### src/rtl/bmstu_wr_arbiter_if.sv
// Bus bundle for the two-source write arbiter: source 0 write stream, source 1
// valid/ready request, memory write bus and FIFO status/control.
interface bmstu_wr_arbiter_if #(
  parameter int ADDR_W     = 24,
  parameter int DATA_W     = 32,
  parameter int FIFO_DEPTH = 4
);
  localparam int LVL_W = $clog2(FIFO_DEPTH) + 1;

  logic              s0_wr_en_i;
  logic [ADDR_W-1:0] s0_wr_address_i;
  logic [DATA_W-1:0] s0_wr_data_i;

  logic              s1_valid_i;
  logic              s1_ready_o;
  logic [ADDR_W-1:0] s1_address_i;
  logic [DATA_W-1:0] s1_data_i;

  logic              mem_valid_o;
  logic              mem_ready_i;
  logic [ADDR_W-1:0] mem_address_o;
  logic [DATA_W-1:0] mem_data_o;
  logic              mem_src_o;

  logic [LVL_W-1:0]  fifo_level_o;
  logic              ovf_o;
  logic              ovf_clr_i;

  modport slave (
    input  s0_wr_en_i, s0_wr_address_i, s0_wr_data_i,
    input  s1_valid_i, s1_address_i, s1_data_i,
    output s1_ready_o,
    output mem_valid_o, mem_address_o, mem_data_o, mem_src_o,
    input  mem_ready_i,
    output fifo_level_o, ovf_o,
    input  ovf_clr_i
  );

  modport master (
    output s0_wr_en_i, s0_wr_address_i, s0_wr_data_i,
    output s1_valid_i, s1_address_i, s1_data_i,
    input  s1_ready_o,
    input  mem_valid_o, mem_address_o, mem_data_o, mem_src_o,
    output mem_ready_i,
    input  fifo_level_o, ovf_o,
    output ovf_clr_i
  );
endinterface

### src/rtl/bmstu_wr_arbiter.sv
// Round-robin arbiter sharing one registered valid/ready memory write port
// between a buffered, non-stallable stream (source 0) and a handshaked requester (source 1).
module bmstu_wr_arbiter #(
  parameter int ADDR_W     = 24,
  parameter int DATA_W     = 32,
  parameter int FIFO_DEPTH = 4
) (
  input logic               clk_i,
  input logic               arst,
  bmstu_wr_arbiter_if.slave bus
);
  localparam int LVL_W = $clog2(FIFO_DEPTH) + 1;
  localparam int PTR_W = $clog2(FIFO_DEPTH);
  localparam logic [LVL_W-1:0] FULL_LVL = LVL_W'(FIFO_DEPTH);

  typedef enum logic [0:0] {
    ST_IDLE = 1'b0,
    ST_BUSY = 1'b1
  } state_t;

  state_t            state_q, state_d;
  logic [ADDR_W-1:0] fifo_addr_q [FIFO_DEPTH];
  logic [DATA_W-1:0] fifo_data_q [FIFO_DEPTH];
  logic [PTR_W-1:0]  wr_ptr_q, wr_ptr_d;
  logic [PTR_W-1:0]  rd_ptr_q, rd_ptr_d;
  logic [LVL_W-1:0]  level_q, level_d;
  logic              ovf_q, ovf_d;
  logic              last_grant_q, last_grant_d;
  logic              mem_valid_q, mem_valid_d;
  logic [ADDR_W-1:0] mem_addr_q, mem_addr_d;
  logic [DATA_W-1:0] mem_data_q, mem_data_d;
  logic              mem_src_q, mem_src_d;

  logic              req0_s, req1_s;
  logic              grant0_s, grant1_s;
  logic              push_s, drop_s;

  // Grant decision and memory-bus FSM; source 0 is only eligible once its entry is in the FIFO
  always_comb begin
    state_d      = state_q;
    last_grant_d = last_grant_q;
    mem_valid_d  = mem_valid_q;
    mem_addr_d   = mem_addr_q;
    mem_data_d   = mem_data_q;
    mem_src_d    = mem_src_q;
    grant0_s     = 1'b0;
    grant1_s     = 1'b0;
    req0_s       = (level_q != '0);
    req1_s       = bus.s1_valid_i;
    case (state_q)
      ST_IDLE: begin
        if (req0_s && req1_s) begin
          if (last_grant_q) begin
            grant0_s = 1'b1;
          end else begin
            grant1_s = 1'b1;
          end
        end else if (req0_s) begin
          grant0_s = 1'b1;
        end else if (req1_s) begin
          grant1_s = 1'b1;
        end else begin
          grant0_s = 1'b0;
        end
        if (grant0_s) begin
          mem_addr_d   = fifo_addr_q[rd_ptr_q];
          mem_data_d   = fifo_data_q[rd_ptr_q];
          mem_src_d    = 1'b0;
          last_grant_d = 1'b0;
          mem_valid_d  = 1'b1;
          state_d      = ST_BUSY;
        end else if (grant1_s) begin
          mem_addr_d   = bus.s1_address_i;
          mem_data_d   = bus.s1_data_i;
          mem_src_d    = 1'b1;
          last_grant_d = 1'b1;
          mem_valid_d  = 1'b1;
          state_d      = ST_BUSY;
        end else begin
          state_d = ST_IDLE;
        end
      end
      ST_BUSY: begin
        if (bus.mem_ready_i) begin
          mem_valid_d = 1'b0;
          state_d     = ST_IDLE;
        end else begin
          state_d = ST_BUSY;
        end
      end
      default: begin
        mem_valid_d = 1'b0;
        state_d     = ST_IDLE;
      end
    endcase
  end

  // FIFO pointer/level bookkeeping; a pop frees a slot for a push in the same cycle
  always_comb begin
    wr_ptr_d = wr_ptr_q;
    rd_ptr_d = rd_ptr_q;
    level_d  = level_q;
    push_s   = bus.s0_wr_en_i && ((level_q != FULL_LVL) || grant0_s);
    drop_s   = bus.s0_wr_en_i && !push_s;
    if (push_s) begin
      wr_ptr_d = wr_ptr_q + PTR_W'(1);
    end else begin
      wr_ptr_d = wr_ptr_q;
    end
    if (grant0_s) begin
      rd_ptr_d = rd_ptr_q + PTR_W'(1);
    end else begin
      rd_ptr_d = rd_ptr_q;
    end
    case ({push_s, grant0_s})
      2'b10:   level_d = level_q + LVL_W'(1);
      2'b01:   level_d = level_q - LVL_W'(1);
      default: level_d = level_q;
    endcase
  end

  // Sticky overflow: a new drop wins over a simultaneous clear
  always_comb begin
    ovf_d = ovf_q;
    if (drop_s) begin
      ovf_d = 1'b1;
    end else if (bus.ovf_clr_i) begin
      ovf_d = 1'b0;
    end else begin
      ovf_d = ovf_q;
    end
  end

  // Control and output registers; last_grant resets to 1 so source 0 wins the first contention
  always_ff @(posedge clk_i or posedge arst) begin
    if (arst) begin
      state_q      <= ST_IDLE;
      wr_ptr_q     <= '0;
      rd_ptr_q     <= '0;
      level_q      <= '0;
      ovf_q        <= 1'b0;
      last_grant_q <= 1'b1;
      mem_valid_q  <= 1'b0;
      mem_addr_q   <= '0;
      mem_data_q   <= '0;
      mem_src_q    <= 1'b0;
    end else begin
      state_q      <= state_d;
      wr_ptr_q     <= wr_ptr_d;
      rd_ptr_q     <= rd_ptr_d;
      level_q      <= level_d;
      ovf_q        <= ovf_d;
      last_grant_q <= last_grant_d;
      mem_valid_q  <= mem_valid_d;
      mem_addr_q   <= mem_addr_d;
      mem_data_q   <= mem_data_d;
      mem_src_q    <= mem_src_d;
    end
  end

  // FIFO storage; contents are meaningless outside the pointer window so no reset is needed
  always_ff @(posedge clk_i) begin
    if (push_s) begin
      fifo_addr_q[wr_ptr_q] <= bus.s0_wr_address_i;
      fifo_data_q[wr_ptr_q] <= bus.s0_wr_data_i;
    end
  end

  assign bus.s1_ready_o    = grant1_s & ~arst;
  assign bus.mem_valid_o   = mem_valid_q;
  assign bus.mem_address_o = mem_addr_q;
  assign bus.mem_data_o    = mem_data_q;
  assign bus.mem_src_o     = mem_src_q;
  assign bus.fifo_level_o  = level_q;
  assign bus.ovf_o         = ovf_q;
endmodule
### src/flat_wrapper.sv
// flat-port wrapper written by rule: the top's interface ports become plain ports
module bmstu_wr_arbiter_flat 
#(
  parameter int ADDR_W     = 24,
  parameter int DATA_W     = 32,
  parameter int FIFO_DEPTH = 4
)
  (clk_i, arst, bus_s0_wr_en_i, bus_s0_wr_address_i, bus_s0_wr_data_i, bus_s1_valid_i, bus_s1_address_i, bus_s1_data_i, bus_s1_ready_o, bus_mem_valid_o, bus_mem_address_o, bus_mem_data_o, bus_mem_src_o, bus_mem_ready_i, bus_fifo_level_o, bus_ovf_o, bus_ovf_clr_i);
  bmstu_wr_arbiter_if #(.ADDR_W(ADDR_W), .DATA_W(DATA_W), .FIFO_DEPTH(FIFO_DEPTH)) bus_i ();
  input logic clk_i;
  input logic arst;
  input wire logic [$bits(bus_i.s0_wr_en_i)-1:0] bus_s0_wr_en_i;
  input wire logic [$bits(bus_i.s0_wr_address_i)-1:0] bus_s0_wr_address_i;
  input wire logic [$bits(bus_i.s0_wr_data_i)-1:0] bus_s0_wr_data_i;
  input wire logic [$bits(bus_i.s1_valid_i)-1:0] bus_s1_valid_i;
  input wire logic [$bits(bus_i.s1_address_i)-1:0] bus_s1_address_i;
  input wire logic [$bits(bus_i.s1_data_i)-1:0] bus_s1_data_i;
  output wire logic [$bits(bus_i.s1_ready_o)-1:0] bus_s1_ready_o;
  output wire logic [$bits(bus_i.mem_valid_o)-1:0] bus_mem_valid_o;
  output wire logic [$bits(bus_i.mem_address_o)-1:0] bus_mem_address_o;
  output wire logic [$bits(bus_i.mem_data_o)-1:0] bus_mem_data_o;
  output wire logic [$bits(bus_i.mem_src_o)-1:0] bus_mem_src_o;
  input wire logic [$bits(bus_i.mem_ready_i)-1:0] bus_mem_ready_i;
  output wire logic [$bits(bus_i.fifo_level_o)-1:0] bus_fifo_level_o;
  output wire logic [$bits(bus_i.ovf_o)-1:0] bus_ovf_o;
  input wire logic [$bits(bus_i.ovf_clr_i)-1:0] bus_ovf_clr_i;
  assign bus_i.s0_wr_en_i = bus_s0_wr_en_i;
  assign bus_i.s0_wr_address_i = bus_s0_wr_address_i;
  assign bus_i.s0_wr_data_i = bus_s0_wr_data_i;
  assign bus_i.s1_valid_i = bus_s1_valid_i;
  assign bus_i.s1_address_i = bus_s1_address_i;
  assign bus_i.s1_data_i = bus_s1_data_i;
  assign bus_s1_ready_o = bus_i.s1_ready_o;
  assign bus_mem_valid_o = bus_i.mem_valid_o;
  assign bus_mem_address_o = bus_i.mem_address_o;
  assign bus_mem_data_o = bus_i.mem_data_o;
  assign bus_mem_src_o = bus_i.mem_src_o;
  assign bus_i.mem_ready_i = bus_mem_ready_i;
  assign bus_fifo_level_o = bus_i.fifo_level_o;
  assign bus_ovf_o = bus_i.ovf_o;
  assign bus_i.ovf_clr_i = bus_ovf_clr_i;
  bmstu_wr_arbiter #(.ADDR_W(ADDR_W), .DATA_W(DATA_W), .FIFO_DEPTH(FIFO_DEPTH)) u_core (.clk_i(clk_i), .arst(arst), .bus(bus_i));
endmodule
### config.mk
export PLATFORM = sky130hd
export DESIGN_NAME = bmstu_wr_arbiter_flat
export DESIGN_NICKNAME = d
export VERILOG_FILES = /design/src/rtl/bmstu_wr_arbiter_if.sv /design/src/rtl/bmstu_wr_arbiter.sv /design/src/flat_wrapper.sv
export SDC_FILE = /design/constraint.sdc
export NUM_CORES = 1
export LEC_CHECK = 0
export CAP_MARGIN = 20
export CORE_UTILIZATION = 57
export CTS_CLUSTER_DIAMETER = 100
export CTS_CLUSTER_SIZE = 8
export DETAILED_ROUTE_END_ITERATION = 16
export GPL_TIMING_DRIVEN = 1
export HOLD_SLACK_MARGIN = 0.06
export PLACE_DENSITY = 0.84
export SLEW_MARGIN = 20
export SYNTH_ARGS = -nofsm -noshare
export SYNTH_HDL_FRONTEND = slang
export SYNTH_SLANG_ARGS = --single-unit
### constraint.sdc
create_clock -name clk_i -period 5.9 [get_ports clk_i]
set_clock_uncertainty 0.1 [all_clocks]
set_input_delay 1.18 -clock clk_i [delete_from_list [all_inputs] [get_ports clk_i]]
set_output_delay 1.18 -clock clk_i [all_outputs]
set_load 0.02 [all_outputs]
# Word-level counts from Yosys, hierarchy flattened
# Memories as Yosys holds them, arrays and structs flattened.
# Cells that the tools add are included.
[word_totals] regBits=68 ram_bits=224 input_bits=118 mem_count=2
[mem_list] memory="u_core.fifo_data_q" depth=4 word_bits=32 read_ports=1 rd_ports_with_merged_regs=0 wr=1 line="bmstu_wr_arbiter.sv:23" rtl="logic [DATA_W-1:0] fifo_data_q [FIFO_DEPTH];"
[mem_list] memory="u_core.fifo_addr_q" depth=4 word_bits=24 read_ports=1 rd_ports_with_merged_regs=0 wr=1 line="bmstu_wr_arbiter.sv:22" rtl="logic [ADDR_W-1:0] fifo_addr_q [FIFO_DEPTH];"
[op_classes] addsub=4 n_eq_ne=5 n_mux=29 n_bitwise=3 n_reduce_logical=11
[ops] op="$mux W32" n=2
[ops] op="$mux W24" n=2
[ops] op="$mux W1" n=22
[ops] op="$pmux W3 S2" n=1
[ops] op="$reduce_bool A2 Y1" n=3
[ops] op="$add A2 B1 Y2 const B" n=2
[ops] op="$pmux W1 S2" n=2
[ops] op="$reduce_and A2 Y1" n=2
[ops] op="$add A3 B1 Y3 const B" n=1
[ops] op="$logic_and A1 B1 Y1" n=3
[ops] op="$ne A3 B1 Y1 const B" n=1
[ops] op="$ne A3 B3 Y1 const B" n=1
[ops] op="$reduce_bool A3 Y1" n=1
[ops] op="$sub A3 B1 Y3 const B" n=1
[ops] op="$eq A2 B1 Y1 const B" n=1
[ops] op="$eq A2 B2 Y1 const B" n=1
[ops] op="$ne A2 B2 Y1 const B" n=1
[ops] op="$not A1 Y1" n=2
[ops] op="$and A1 B1 Y1" n=1
[ops] op="$logic_not A1 Y1" n=1
[ops] op="$logic_or A1 B1 Y1" n=1

# Depth between registers and ports, before layout
# Gate-level depths: netlist of run 1.
[depth] depth_word=10 depth_mapped=7 mapped_depth_nobuf=7

# Least setup slack after synthesis of run 1
# OpenSTA, ideal clock, no wires.
[synth_path] path_kind="input to register" from="input port bus_s1_valid_i" to="memory u_core.fifo_addr_q[0][0] (enable)" setup_ps=420 arrival_ps=3130 setup_slack_ps=2250 stages=4 path_cell_list="nor2b_1 o21ai_0 o21a_1 and2_1"
[synth_via] elab_chain_len=8
[synth_rtl] element="from (decl)" line="flat_wrapper.sv:15" rtl="input wire logic [$bits(bus_i.s1_valid_i)-1:0] bus_s1_valid_i;"
[synth_rtl] element="$logic_and A1 B1 Y1" line="bmstu_wr_arbiter.sv:52" rtl="if (req0_s && req1_s) begin"
[synth_rtl] element="$mux W1" line="bmstu_wr_arbiter.sv:52"
[synth_rtl] element="$mux W1 (2 in series)" line="bmstu_wr_arbiter.sv:50" rtl="case (state_q)"
[synth_rtl] element="$logic_or A1 B1 Y1" line="bmstu_wr_arbiter.sv:103" rtl="push_s = bus.s0_wr_en_i && ((level_q != FULL_LVL) || grant0_s);"
[synth_rtl] element="$logic_and A1 B1 Y1" line="bmstu_wr_arbiter.sv:103"
[synth_rtl] element="$mux W1" line="bmstu_wr_arbiter.sv:163" rtl="if (push_s) begin"
[synth_rtl] element="$mux W1 (implied by the code)" line="bmstu_wr_arbiter.sv:164" rtl="fifo_addr_q[wr_ptr_q] <= bus.s0_wr_address_i;"
[synth_rtl] element="to (decl)" line="bmstu_wr_arbiter.sv:22"
# Every way passes these cells. The select of a mux whose other input is x is not followed.

# Worst setup path after layout of run 1
[layout_path] from="input port bus_s1_valid_i" to="output port bus_s1_ready_o"
[layout_via] elab_chain_len=6 elab_cells_between_ends=7 cone_classes="mux: 5; bitwise: 1; reduce/logical: 1"
[layout_rtl] element="$mux W1" line="bmstu_wr_arbiter.sv:60" rtl="end else if (req1_s) begin"
[layout_rtl] element="$mux W1" line="bmstu_wr_arbiter.sv:58" rtl="end else if (req0_s) begin"
[layout_rtl] element="$mux W1 *" line="bmstu_wr_arbiter.sv:52"
[layout_rtl] element="$mux W1 * (2 in series)" line="bmstu_wr_arbiter.sv:50"
[layout_rtl] element="$and A1 B1 Y1 *" line="bmstu_wr_arbiter.sv:169" rtl="assign bus.s1_ready_o = grant1_s & ~arst;"
[layout_rtl] element="to (decl)" line="flat_wrapper.sv:18" rtl="output wire logic [$bits(bus_i.s1_ready_o)-1:0] bus_s1_ready_o;"
# Mark *: on every way between the ends. The rest lies on a longest branch, timed or not. The select of a mux whose other input is x is not followed.

==> impl_metrics.csv, run 1 <==
group,metric,value,unit
status,status,"completed",
timing,finalSetupTns,0,ns
min_path,hold_path_class,"reg -> reg",
clocking,clock-sinks,292,
global_routing,grt_pass1_vias,6952,
floorplanning,initial_core_util,59.06,%
power,leakage,5.036,nW
clocking,hold_buffers,0,
routing,firstDrtPassIters,5,
worst_setup_path,r2r_start,"u_core.last_grant_q",
clocking,cts-resized-gates,0,
clocking,tritoncts,"built",
worst_setup_path,cp_num_buf_inv,3,
global_routing,grtUsageTotal,27.58,%
floorplanning,die_x,142.4,um
clocking,cts_setup_buffers,0,
floorplanning,core_area,0.01902,sq mm
timing,fmax,247.3,MHz
global_routing,antenna_found_initial,2,
power,p_sw,0.002614,W
finish,layout.cells.most_common,"edfxtp_1",
power,switching_share,32.42,%
worst_setup_path,crit_family,"buffers and inverters",
synth,syn_inst,608,
timing,drv_slew,0,
routing,drt_iter0_drc,541,
worst_setup_path,crit_chain,"clkdlybuf4s50_1 -> inv_1 -> a211o_2 -> nor2_1 -> clkdlybuf4s50_1",
floorplanning,chipHeight,142.4,um
clocking,clk_latency,0.54,ns
worst_setup_path,crit_required,4.62,ns
finish,nNetsFinal,932,
synth,synthArstFlopShare,23.29,%
power,power.internal,0.005450,W
clocking,path_clk_slew,0.05,ns
global_routing,grt_pass1_wl,40450,um
worst_setup_path,crit_fanout,4,
timing,final.period_utilization,68.52,%
synth,syn_nets,731,
min_path,hold_start,"u_core.bus.mem_src_o",
worst_setup_path,slowest_delay,0.61,ns
timing,rsz0062_at_grt,"false",
worst_setup_path,r2r_cells,5,
worst_setup_path,critPathLaunchType,"input port",
clocking,cts_buffers,42,
worst_setup_path,r2r_end,"u_core.fifo_data_q[3][20]",
clocking,ctsLongestPathBuffers,3,
finish,multi_input_area,0.002605,sq mm
min_path,worstHoldPathCells,1,
power,vdd_drop_max,0.3646,mV
power,power_frac_seq,39.0,%
synth,synth_cell_type_count,39,
place,dp_hpwl,14910,um
place,pre_cts_ws,1.732,ns
floorplanning,ios,181,
worst_setup_path,crit_path_end_kind,"output pin",
routing,final_antenna_net_count,0,
finish,fillers,1019,
worst_setup_path,critPathMostFrequentCell,"clkdlybuf4s50_1",
synth,synth_seq_cells,292,
routing,vias,6624,
power,p_clk_share,28.2,%
global_routing,grt_max_degree,69,
flow_run,cap_violations,0,
worst_setup_path,cp.arrival,2.76,ns
finish,final_cell_mix,"edfxtp_1, clkdlybuf4s50_1, nor2_1",
timing,worst_pin_slew,1.002,ns
place,gp_congestion,0.8308,
power,p_per_area,553.5,mW/mm^2
synth,synth-edff-count,224,
clocking,htreeDepth,2,
floorplanning,fp.dieArea,0.02027,sq mm
timing,fin_ws,1.857,ns
clocking,cts_root_buf,"clkbuf_16",
timing,period_minus_slack,4.043,ns
power,pwr-share-comb,32.9,%
finish,syn2layout_area_growth,29.71,%
routing,finalWirelength,26970,um
floorplanning,fp-row-count,50,
timing,final_hold_viol_count,0,
routing,wire_per_inst,24.40,um
worst_setup_path,critical_path_class,"in -> out",
finish,layout-drive-gt1-share,18.39,%
synth,avgSynthCellArea,18.47,sq um
synth,synth-seq-area-share,75.05,%
worst_setup_path,setup.reg_to_reg.worst_slack,2.90,ns
finish,seq_area,0.008434,sq mm
min_path,hold_end,"u_core.bus.mem_src_o",
place,port_buffers,180,
synth,synth_flop_cell,"edfxtp_1",
worst_setup_path,slowest_stage,"clkdlybuf4s50_1",
synth,synth_area,0.01123,sq mm
timing,setup_viol,0,
global_routing,globalRouteOverflowTotal,0,
routing,drc,0,
timing,slew_headroom,33.18,%
routing,vias_per_cell,5.995,
synth,yosys_warnings,0,
-- metrics by stage --
| step | hold WS, ns | instances | utilization (%) | area [sq um] | total power, W |
|---|---|---|---|---|---|
| 2_1_floorplan | 0.4333 | 608 | - | 11230 | 0.004793 |
| 3_3_place_gp | 0.3596 | 1024 | 69.81 | 13280 | 0.005592 |
| 3_5_place_dp | 0.3959 | 1024 | 69.81 | 13280 | 0.005739 |
| 4_1_cts | 0.4070 | 1102 | 76.43 | 14540 | 0.008075 |
| 5_1_grt | 0.4206 | 1104 | 76.59 | 14570 | 0.008401 |
| 6_report | 0.4027 | 1105 | 76.61 | 14570 | 0.008064 |
-- layout make-up --
class | instances | area share (%)
well taps | 260 | 2.233
repair buffers | 190 | 13.02
diodes | 2 | 0.03435
clock inverters | 4 | 0.6098
clock buffers | 74 | 8.038
multi-input cells | 272 | 17.88
flip-flops and latches | 292 | 57.89
inverters | 11 | 0.2920
-- state kept, by name (all words and copies together), names as in the netlist --
register and flops:
u_core.rd_ptr_q 2, u_core.wr_ptr_q 2, u_core.bus.mem_valid_o 1, u_core.state_q 1, u_core.fifo_addr_q 96, u_core.bus.mem_data_o 32, u_core.bus.ovf_o 1, u_core.bus.mem_src_o 1
u_core.fifo_data_q 128, u_core.last_grant_q 1, u_core.bus.mem_address_o 24, u_core.bus.fifo_level_o 3
-- worst max-delay path by stage --
stage / startpoint / endpoint / cells after the start
global placement: bus_s1_valid_i / u_core.fifo_data_q[2][23] / 6
global route: bus_s1_valid_i / bus_s1_ready_o / 5
CTS: bus_s1_valid_i / bus_s1_ready_o / 5
detailed placement: bus_s1_valid_i / u_core.fifo_data_q[3][22] / 6
finish: bus_s1_valid_i / bus_s1_ready_o / 5
floorplan: bus_s1_valid_i / u_core.fifo_addr_q[0][0] / 4
-- per-layer routing --
layer	global-route usage, %	vias up	routed length (um)
li1	-	2794	-
met1	33.94	3370	9812
met2	47.50	384	13930
met3	5.922	74	2134
met4	11.71	2	1075
met5	0	-	14
-- power by group through the flow --
stage          clock network, W  logic, W  registers, W
2_1_floorplan                 0   0.00149       0.00330
3_3_place_gp                  0   0.00250       0.00309
3_5_place_dp                  0   0.00259       0.00315
4_1_cts                 0.00229   0.00264       0.00314
5_1_grt                 0.00238   0.00283       0.00319
6_report                0.00227   0.00265       0.00314
-- cell usage after synthesis (all sizes together), types with 2 or more instances --
cell	n	area (sq um)
o22ai	56	531.8
mux4	56	1261
inv	11	41.29
dfrtp	67	1677
a211o	2	17.52
nor2	114	427.9
edfxtp	224	6726
clkbuf	11	41.29
o21a	4	30.03
nand4	2	12.51
nand3	3	15.01
nand2b	2	12.51
o21ai	4	20.02
ha	4	50.05
xnor2	4	35.03
and2	4	25.02
buf	22	133.9
-- logic make-up after synthesis --
kind of cell,Yosys count,share of synthesized area (%)
flip-flops,292,75.05
adder cells (fa/ha/maj),5,0.6238
AO/OA/AOI/OAI,75,5.993
multiplexers,57,11.33
XOR/XNOR,5,0.3899
AND/OR/NAND/NOR,130,4.690
buffers and inverters,44,1.927
Note: power is estimated with default switching activity, not from simulation.
==> run 2: changes to the inputs <==
- CORE_UTILIZATION: 57 -> 53
- PLACE_DENSITY: 0.84 -> 0.79
- clock period: 5.9 -> 3.8 ns (I/O delays scaled with it)
==> impl_metrics.csv, run 2 (synthesized netlist as in run 1, its figures left out) <==
group,metric,value,unit
routing,final_antenna_net_count,0,
clocking,htreeDepth,2,
worst_setup_path,cp.arrival,2.47,ns
finish,final_cell_mix,"edfxtp_1, clkdlybuf4s50_1, nor2_1",
finish,final_cells,1119,
finish,nNetsFinal,937,
clocking,cts_buffers,42,
finish,layout-drive-gt1-share,18.79,%
finish,syn2layout_area_growth,30.31,%
min_path,hold_end,"u_core.bus.mem_valid_o",
worst_setup_path,crit_path_end_kind,"output pin",
place,dp_hpwl,14010,um
routing,wire_per_inst,21.43,um
timing,finalSetupTns,0,ns
finish,layout.cells.most_common,"edfxtp_1",
worst_setup_path,setup.reg_to_reg.worst_slack,1.48,ns
min_path,worstHoldPathCells,1,
worst_setup_path,r2r_cells,4,
worst_setup_path,slowest_stage,"clkdlybuf4s50_1",
timing,worst_pin_slew,0.9866,ns
routing,vias_per_cell,5.636,
routing,firstDrtPassIters,4,
place,pre_cts_ws,0.5816,ns
finish,multi_input_area,0.002605,sq mm
min_path,hold_start,"u_core.bus.mem_valid_o",
worst_setup_path,crit_chain,"or3_4 -> a211o_2 -> nor2_1 -> clkdlybuf4s50_1",
timing,fmax,300.4,MHz
global_routing,grtUsageTotal,22.81,%
timing,fin_hold_ws,0.3778,ns
timing,period_minus_slack,3.329,ns
timing,slew_headroom,34.23,%
floorplanning,core_area,0.02049,sq mm
place,dp_cells,1040,
floorplanning,die_x,147.6,um
clocking,cts-resized-gates,0,
clocking,cts_setup_buffers,0,
place,port_buffers,180,
routing,finalWirelength,23990,um
worst_setup_path,critPathLaunchType,"flop",
min_path,hold_path_class,"reg -> reg",
global_routing,globalRouteOverflowTotal,0,
place,gp_congestion,0.7639,
power,vdd_drop_max,0.4614,mV
status,status,"completed",
timing,setup_viol,0,
worst_setup_path,critical_path_class,"reg -> out",
clocking,clk_latency,0.51,ns
clocking,tritoncts,"built",
routing,drt_iter0_drc,375,
worst_setup_path,crit_fanout,8,
power,p_per_area,843.9,mW/mm^2
global_routing,antenna_found_initial,3,
floorplanning,chipHeight,147.6,um
finish,fin_util,71.42,%
routing,vias,6307,
floorplanning,ios,181,
global_routing,grt_pass1_wl,37070,um
clocking,path_clk_slew,0.05,ns
clocking,ctsLongestPathBuffers,3,
finish,seq_area,0.008434,sq mm
global_routing,grt_max_degree,61,
timing,drv_slew,0,
finish,fillers,1238,
floorplanning,initial_core_util,54.80,%
power,leakage,5.062,nW
floorplanning,fp-row-count,52,
routing,drc,0,
worst_setup_path,r2r_start,"u_core.rd_ptr_q[0]",
flow_run,cap_violations,0,
finish,largest_register_ffs,128,
timing,fin_ws,0.4708,ns
timing,final_hold_viol_count,0,
clocking,cts_root_buf,"clkbuf_16",
global_routing,grt_pass1_vias,6807,
worst_setup_path,crit_required,2.94,ns
floorplanning,fp.dieArea,0.02178,sq mm
worst_setup_path,r2r_end,"u_core.bus.mem_address_o[9]",
clocking,clock-sinks,292,
timing,rsz0062_at_grt,"false",
clocking,hold_buffers,0,
worst_setup_path,slowest_delay,0.60,ns
timing,final.period_utilization,87.61,%
finish,regMostFlops,"u_core.fifo_data_q",
worst_setup_path,crit_family,"buffers and inverters",
worst_setup_path,cp_num_buf_inv,1,
[run 2: cell count changes in the layout (fill, tap and decap cells not counted)]
cell,delta
clkinv_16,-1
buf_12,+5
buf_4,+1
clkbuf_1,-1
clkinv_2,-1
inv_4,+1
diode_2,+1
buf_16,-1
inv_16,-1
clkbuf_16,+1
[run 2: report_power, final]
group	total (W)	switching, W	leakage, nW	internal (W)
combinational	0.00396	0.00201	1.67	0.00195
sequential	0.00495	0.000577	2.80	0.00438
clock	0.00344	0.00127	0.585	0.00217
total	0.0124	0.00385	5.06	0.00850
[run 2: cell type report]
cell class / instances / share of cell area [%]
Inverter: 11 / 0.2992
Multi-Input combinational cell: 272 / 17.80
Clock buffer: 74 / 8.147
Tap cell: 270 / 2.308
Clock inverter: 2 / 0.2650
Timing Repair Buffer: 195 / 13.51
Sequential cell: 292 / 57.63
Antenna cell: 3 / 0.05129
[run 2: worst max-delay path by stage]
stage                                to                       start  depth (start not counted)
2_1_floorplan  u_core.fifo_addr_q[0][0]              bus_s1_valid_i                          4
3_3_place_gp             bus_s1_ready_o              bus_s1_valid_i                          5
3_5_place_dp             bus_s1_ready_o              bus_s1_valid_i                          5
4_1_cts                  bus_s1_ready_o  u_core.bus.fifo_level_o[0]                          4
5_1_grt                  bus_s1_ready_o  u_core.bus.fifo_level_o[0]                          4
6_report                 bus_s1_ready_o  u_core.bus.fifo_level_o[0]                          4
[run 2: worst reg2reg max path: stages (launching register included)]
cell and delay, ns:
dfrtp_4 0.97, buf_4 0.40, mux4_2 0.54, nor2_1 0.12
nor2_1 0.06
[run 2: per-layer routing]
layer  track usage, %  part of all wire [%]  wire [um]  vias up
met1            27.45                    38       9137     3222
met5                0                 0.054         13        -
met2            40.35                    53      12710      232
li1                 -                     -          -     2805
met4            7.990                   2.4        571        2
met3            5.340                   6.5       1552       46
[run 2: per-stage QoR]
stage / cell area [sq um] / total power (W)
global route: 14630 / 0.01294
finish: 14640 / 0.01235
floorplan: 11230 / 0.007442
global placement: 13400 / 0.008788
detailed placement: 13400 / 0.008964
CTS: 14630 / 0.01250
